===== src/rtl/sound_player_if.sv =====
// Request/response bundle between sound_fsm (master) and sound_player (slave).
interface sound_player_if;
    logic       playSound;
    logic [1:0] sound_sel;
    logic       mode_i;
    logic       speaker_o;
    logic       busy_o;
    logic       done_o;

    modport master (
        output playSound, sound_sel, mode_i,
        input  speaker_o, busy_o, done_o
    );

    modport slave (
        input  playSound, sound_sel, mode_i,
        output speaker_o, busy_o, done_o
    );
endinterface


===== src/rtl/sound_player.sv =====
// Plays a fixed-length square-wave tone per sound event, priority bad > good > move.
// Optional SOUND_SWEEP_EN: the bad tone's half-period grows by one on every toggle.
module sound_player #(
    parameter int unsigned CNT_W   = 8,
    parameter int unsigned HP_MOVE = 2,
    parameter int unsigned HP_GOOD = 3,
    parameter int unsigned HP_BAD  = 5,
    parameter int unsigned DUR     = 20
) (
    input logic           clk,
    input logic           nRst,
    sound_player_if.slave bus
);
    typedef enum logic [0:0] {StIdle, StPlay} state_e;

    state_e             state_q;
    logic [1:0]         cur_sel_q;
    logic [CNT_W-1:0]   hp_q, pcnt_q, dcnt_q;
    logic [CNT_W-1:0]   req_hp, hp_next;
    logic               speaker_q, busy_q, done_q;
    logic               req_ok, start;

    assign req_ok = bus.playSound && bus.mode_i && (bus.sound_sel != 2'b11);
    // The select encoding doubles as priority, so a plain compare gives bad > good > move.
    assign start  = req_ok && ((state_q == StIdle) || (bus.sound_sel > cur_sel_q));

    always_comb begin
        case (bus.sound_sel)
            2'b00:   req_hp = CNT_W'(HP_MOVE);
            2'b01:   req_hp = CNT_W'(HP_GOOD);
            default: req_hp = CNT_W'(HP_BAD);
        endcase
    end

    always_comb begin
        hp_next = hp_q;
`ifdef SOUND_SWEEP_EN
        if ((cur_sel_q == 2'b10) && (hp_q != {CNT_W{1'b1}})) begin
            hp_next = hp_q + CNT_W'(1);
        end
`endif
    end

    always_ff @(posedge clk or negedge nRst) begin
        if (!nRst) begin
            state_q   <= StIdle;
            cur_sel_q <= 2'b00;
            hp_q      <= '0;
            pcnt_q    <= '0;
            dcnt_q    <= '0;
            speaker_q <= 1'b0;
            busy_q    <= 1'b0;
            done_q    <= 1'b0;
        end else begin
            done_q <= 1'b0;
            if ((state_q == StPlay) && !bus.mode_i) begin
                state_q   <= StIdle;
                speaker_q <= 1'b0;
                busy_q    <= 1'b0;
            end else if (start) begin
                state_q   <= StPlay;
                cur_sel_q <= bus.sound_sel;
                hp_q      <= req_hp;
                pcnt_q    <= req_hp - CNT_W'(1);
                dcnt_q    <= CNT_W'(DUR - 1);
                speaker_q <= 1'b0;
                busy_q    <= 1'b1;
            end else if (state_q == StPlay) begin
                if (pcnt_q == '0) begin
                    speaker_q <= ~speaker_q;
                    hp_q      <= hp_next;
                    pcnt_q    <= hp_next - CNT_W'(1);
                end else begin
                    pcnt_q <= pcnt_q - CNT_W'(1);
                end
                // Expiry overrides a toggle on the same edge: the pin always ends low.
                if (dcnt_q == '0) begin
                    state_q   <= StIdle;
                    speaker_q <= 1'b0;
                    busy_q    <= 1'b0;
                    done_q    <= 1'b1;
                end else begin
                    dcnt_q <= dcnt_q - CNT_W'(1);
                end
            end
        end
    end

    assign bus.speaker_o = speaker_q;
    assign bus.busy_o    = busy_q;
    assign bus.done_o    = done_q;
endmodule

===== src/flat_wrapper.sv =====
// flat-port wrapper written by rule: the top's interface ports become plain ports
module sound_player_flat 
#(
    parameter int unsigned CNT_W   = 8,
    parameter int unsigned HP_MOVE = 2,
    parameter int unsigned HP_GOOD = 3,
    parameter int unsigned HP_BAD  = 5,
    parameter int unsigned DUR     = 20
)
  (clk, nRst, bus_playSound, bus_sound_sel, bus_mode_i, bus_speaker_o, bus_busy_o, bus_done_o);
  sound_player_if bus_i ();
  input logic clk;
  input logic nRst;
  input wire logic [$bits(bus_i.playSound)-1:0] bus_playSound;
  input wire logic [$bits(bus_i.sound_sel)-1:0] bus_sound_sel;
  input wire logic [$bits(bus_i.mode_i)-1:0] bus_mode_i;
  output wire logic [$bits(bus_i.speaker_o)-1:0] bus_speaker_o;
  output wire logic [$bits(bus_i.busy_o)-1:0] bus_busy_o;
  output wire logic [$bits(bus_i.done_o)-1:0] bus_done_o;
  assign bus_i.playSound = bus_playSound;
  assign bus_i.sound_sel = bus_sound_sel;
  assign bus_i.mode_i = bus_mode_i;
  assign bus_speaker_o = bus_i.speaker_o;
  assign bus_busy_o = bus_i.busy_o;
  assign bus_done_o = bus_i.done_o;
  sound_player #(.CNT_W(CNT_W), .HP_MOVE(HP_MOVE), .HP_GOOD(HP_GOOD), .HP_BAD(HP_BAD), .DUR(DUR)) u_core (.clk(clk), .nRst(nRst), .bus(bus_i));
endmodule

===== config.mk =====
export PLATFORM = sky130hd
export DESIGN_NAME = sound_player_flat
export DESIGN_NICKNAME = d
export VERILOG_FILES = /design/src/rtl/sound_player_if.sv /design/src/rtl/sound_player.sv /design/src/flat_wrapper.sv
export SDC_FILE = /design/constraint.sdc
export NUM_CORES = 1
export LEC_CHECK = 0
export BUFFER_PORTS_ARGS = -buffer_cell sky130_fd_sc_hd__buf_2
export CORE_UTILIZATION = 63
export DETAILED_ROUTE_END_ITERATION = 10
export HOLD_SLACK_MARGIN = 0.08
export PLACE_DENSITY = 0.82
export RECOVER_POWER = 100
export SETUP_SLACK_MARGIN = 0.5
export SLEW_MARGIN = 10
export SYNTH_ARGS = -nofsm -noshare
export SYNTH_HDL_FRONTEND = slang
export SYNTH_SLANG_ARGS = --single-unit

===== constraint.sdc =====
create_clock -name clk -period 7.5 [get_ports clk]
set_clock_uncertainty 0.05 [all_clocks]
set_input_delay 1.5 -clock clk [delete_from_list [all_inputs] [get_ports clk]]
set_output_delay 1.5 -clock clk [all_outputs]
set_load 0.05 [all_outputs]

==> impl_metrics.yaml <==
clock_network:
  cts_made_buffers: 3
  cts_root_buffer: "clkbuf_4"
  clock_sinks: 25
  cts-hold-fix-buffers: 0
  clk_pin_slew_ns: 0.13
  cts_resized: 0
  cts-htree-levels: 1
  clk_latency_ns: 0.31
  cts_setup_buffers: 0
  cts_tree: "built"
  clockBufferDepth: 2
sta:
  hold_slack_ns: 0.485
  slew_violations: 0
  worst_pin_slew_ns: 1.29
  hold_viol_final: 0
  rsz0062_at_grt: "false"
  setup_viol: 0
  period_share_pct: 56.0
  tns_ns: 0
  max_freq_mhz: 238
  slew_headroom_pct: 14.1
  finalCriticalPeriod_ns: 4.20
yosys:
  synth_warnings: 0
  synth_area_um2: 1380
  ys_types: 42
  synthCells: 142
  synth-seq-cells: 25
  synth_top_area_share_pct: 45.5
  synth_nets: 153
  synthArstFlopShare_pct: 100
  avgSynthCellArea_um2: 9.69
  synth_edf_count: 0
  synth_area_leader_cell: "dfrtp_1"
  synthFlopType: "dfrtp_1"
  ys_seq_area_share_pct: 45.5
  synth.top_cells.by_area: "dfrtp_1, nand2_1, ha_1"
run_status:
  status: "completed"
power:
  pwr-share-clk_pct: 13.0
  seqPwrFrac_pct: 48.4
  leakage_nw: 0.632
  combPwrFrac_pct: 38.6
  swShare_pct: 40.2
  ir_worst_vdd_v: 0.000209
  p_int_mw: 0.269
  p_switching_mw: 0.180
  power_density_nw_per_um2: 309
worst_setup_path:
  worstPathRequired_ns: 7.67
  crit_type: "in2reg"
  startpoint_type: "input port"
  cp_max_fo: 14
  cp.arrival_ns: 4.37
  endpoint_kind: "flop"
die:
  pin_count: 9
  num_rows: 16
  die_w_um: 48.7
  start_util_pct: 68.7
  die_area_um2: 2380
  die_h_um: 48.7
  core-area_um2: 2000
layout:
  antenna_cells: 0
  fin_nets: 162
  area_growth_pct: 5.73
  layout-drive-gt1-share_pct: 10.7
drt:
  drtIter0Drc: 31
  finalWirelength_um: 2600
  ant_nets: 0
  drc: 0
  dr.pass1.iters: 4
  routed-via-count: 1061
  drt-wirelength-per-cell_um: 14.7
  viasPerCell: 5.99
placed_design:
  globalplace.congestion: 0.839
  hpwl_um: 1930
  numPortBuffers: 8
global_routing:
  grt_pass1_vias: 1030
  grt_max_degree: 26
  track_usage_pct: 25.0
  antenna_found_initial: 0
  overflow: 0
  grt_pass1_wl_um: 4600
hold_path:
  hold_path_class: "reg2reg"
job:
  cap_violations: 0
-- cells in the final DEF, fill, tap and decap left out, drive strengths merged, types with 3 or more instances in the layout --
cell	n
nor2	11
nand2b	3
nor4	6
dfrtp	25
nand3	4
nand2	18
xnor2	5
nor3	5
clkbuf	8
a21oi	5
ha	5
xor2	6
or3b	3
inv	5
o21ai	7
buf	3
-- critical path: stages --
cell	delay [ns]
clkbuf_1	0.27
ha_1	0.30
nand3_1	0.08
and3_1	0.23
and2_0	0.59
nand2_1	0.19
o31ai_1	0.12
ha_1	0.28
nor4b_1	0.44
nand4_1	0.15
and3_1	0.22
-- power by group through the flow --
stage                     clock network (mW)  registers [mW]  logic, mW
after floorplan                            0           0.218      0.133
after global placement                     0           0.217      0.170
after detailed placement                   0           0.219      0.174
after CTS                             0.0596           0.216      0.175
after global routing                  0.0643           0.223      0.198
final                                 0.0586           0.217      0.173
-- cell usage after synthesis (2+ instances only) --
| master | number |
|---|---|
| nor2_1 | 11 |
| clkbuf_1 | 3 |
| mux2i_1 | 2 |
| o31ai_1 | 2 |
| nand3b_1 | 2 |
| o21ai_0 | 6 |
| nand3_1 | 4 |
| a211o_1 | 2 |
| a21oi_1 | 5 |
| nor4b_1 | 2 |
| nand2_1 | 18 |
| nor3_1 | 4 |
| xnor2_1 | 5 |
| inv_1 | 5 |
| xor2_1 | 6 |
| nand2b_1 | 3 |
| nand4b_1 | 2 |
| dfrtp_1 | 25 |
| ha_1 | 5 |
| nor4_1 | 5 |
| or3b_2 | 3 |
| and3_1 | 2 |
-- registers in the layout, indices dropped and copies added, names as in the netlist --
| register | count |
|---|---|
| u_core.bus.done_o | 1 |
| u_core.bus.busy_o | 1 |
| u_core.dcnt_q | 8 |
| u_core.bus.speaker_o | 1 |
| u_core.state_q | 1 |
| u_core.pcnt_q | 8 |
| u_core.hp_next | 3 |
| u_core.cur_sel_q | 2 |
-- final cells by class --
class / instances / area [um^2]
timing repair buffer: 8 / 33.8
tap: 27 / 33.8
multi-input combinational: 108 / 716
inverter: 5 / 18.8
sequential: 25 / 626
clock buffer: 3 / 22.5
fill: 163 / 547
clock inverter: 1 / 5.00
-- path summary, 6_finish.rpt --
| check | start | to | slack, ns | cells past startpoint |
|---|---|---|---|---|
| max | bus_sound_sel[1] | u_core.pcnt_q[6]$_DFFE_PN0P_ | 3.30 | 11 |
| min in group asynchronous | nRst | u_core.bus.done_o$_DFF_PN0_ | 1.39 | 1 |
| min | u_core.hp_next[2]$_DFFE_PN0P_ | u_core.hp_next[2]$_DFFE_PN0P_ | 0.49 | 2 |
| min reg2reg | u_core.hp_next[2]$_DFFE_PN0P_ | u_core.hp_next[2]$_DFFE_PN0P_ | 0.49 | 2 |
| max in group asynchronous | nRst | u_core.dcnt_q[7]$_DFFE_PN0P_ | 5.26 | 1 |
| max reg2reg | u_core.cur_sel_q[1]$_DFFE_PN0P_ | u_core.pcnt_q[6]$_DFFE_PN0P_ | 4.38 | 11 |
-- metrics by stage --
| stage | utilization (%) | instances | power, mW | setup slack [ns] | cell area [um^2] |
|---|---|---|---|---|---|
| after CTS | 73.0 | 177 | 0.451 | 3.41 | 1460 |
| after detailed placement | 71.6 | 173 | 0.394 | 3.07 | 1430 |
| after floorplan | - | 142 | 0.351 | 3.66 | 1380 |
| after global routing | 72.7 | 177 | 0.485 | 3.00 | 1460 |
| final | 72.7 | 177 | 0.449 | 3.30 | 1460 |
| after global placement | 71.6 | 173 | 0.387 | 3.20 | 1430 |
-- metal layers --
| layer | share of wire, % | global-route usage [%] | wire length (um) |
|---|---|---|---|
| met3 | 3.5 | 4.72 | 91 |
| met5 | 0 | 0 | 0 |
| met2 | 47 | 41.2 | 1210 |
| met4 | 0.58 | 5.39 | 15 |
| met1 | 49 | 34.5 | 1280 |
-- logic make-up after synthesis --
family	share of synthesized area, %
AOI/OAI and AO/OA	10.0
DFF	45.5
muxes	2.27
adders and majority gates	4.55
buffers and inverters	2.55
xor gates and xnor gates	7.00
and+or+nand+nor	28.2
(Power assumes the default switching activity.)
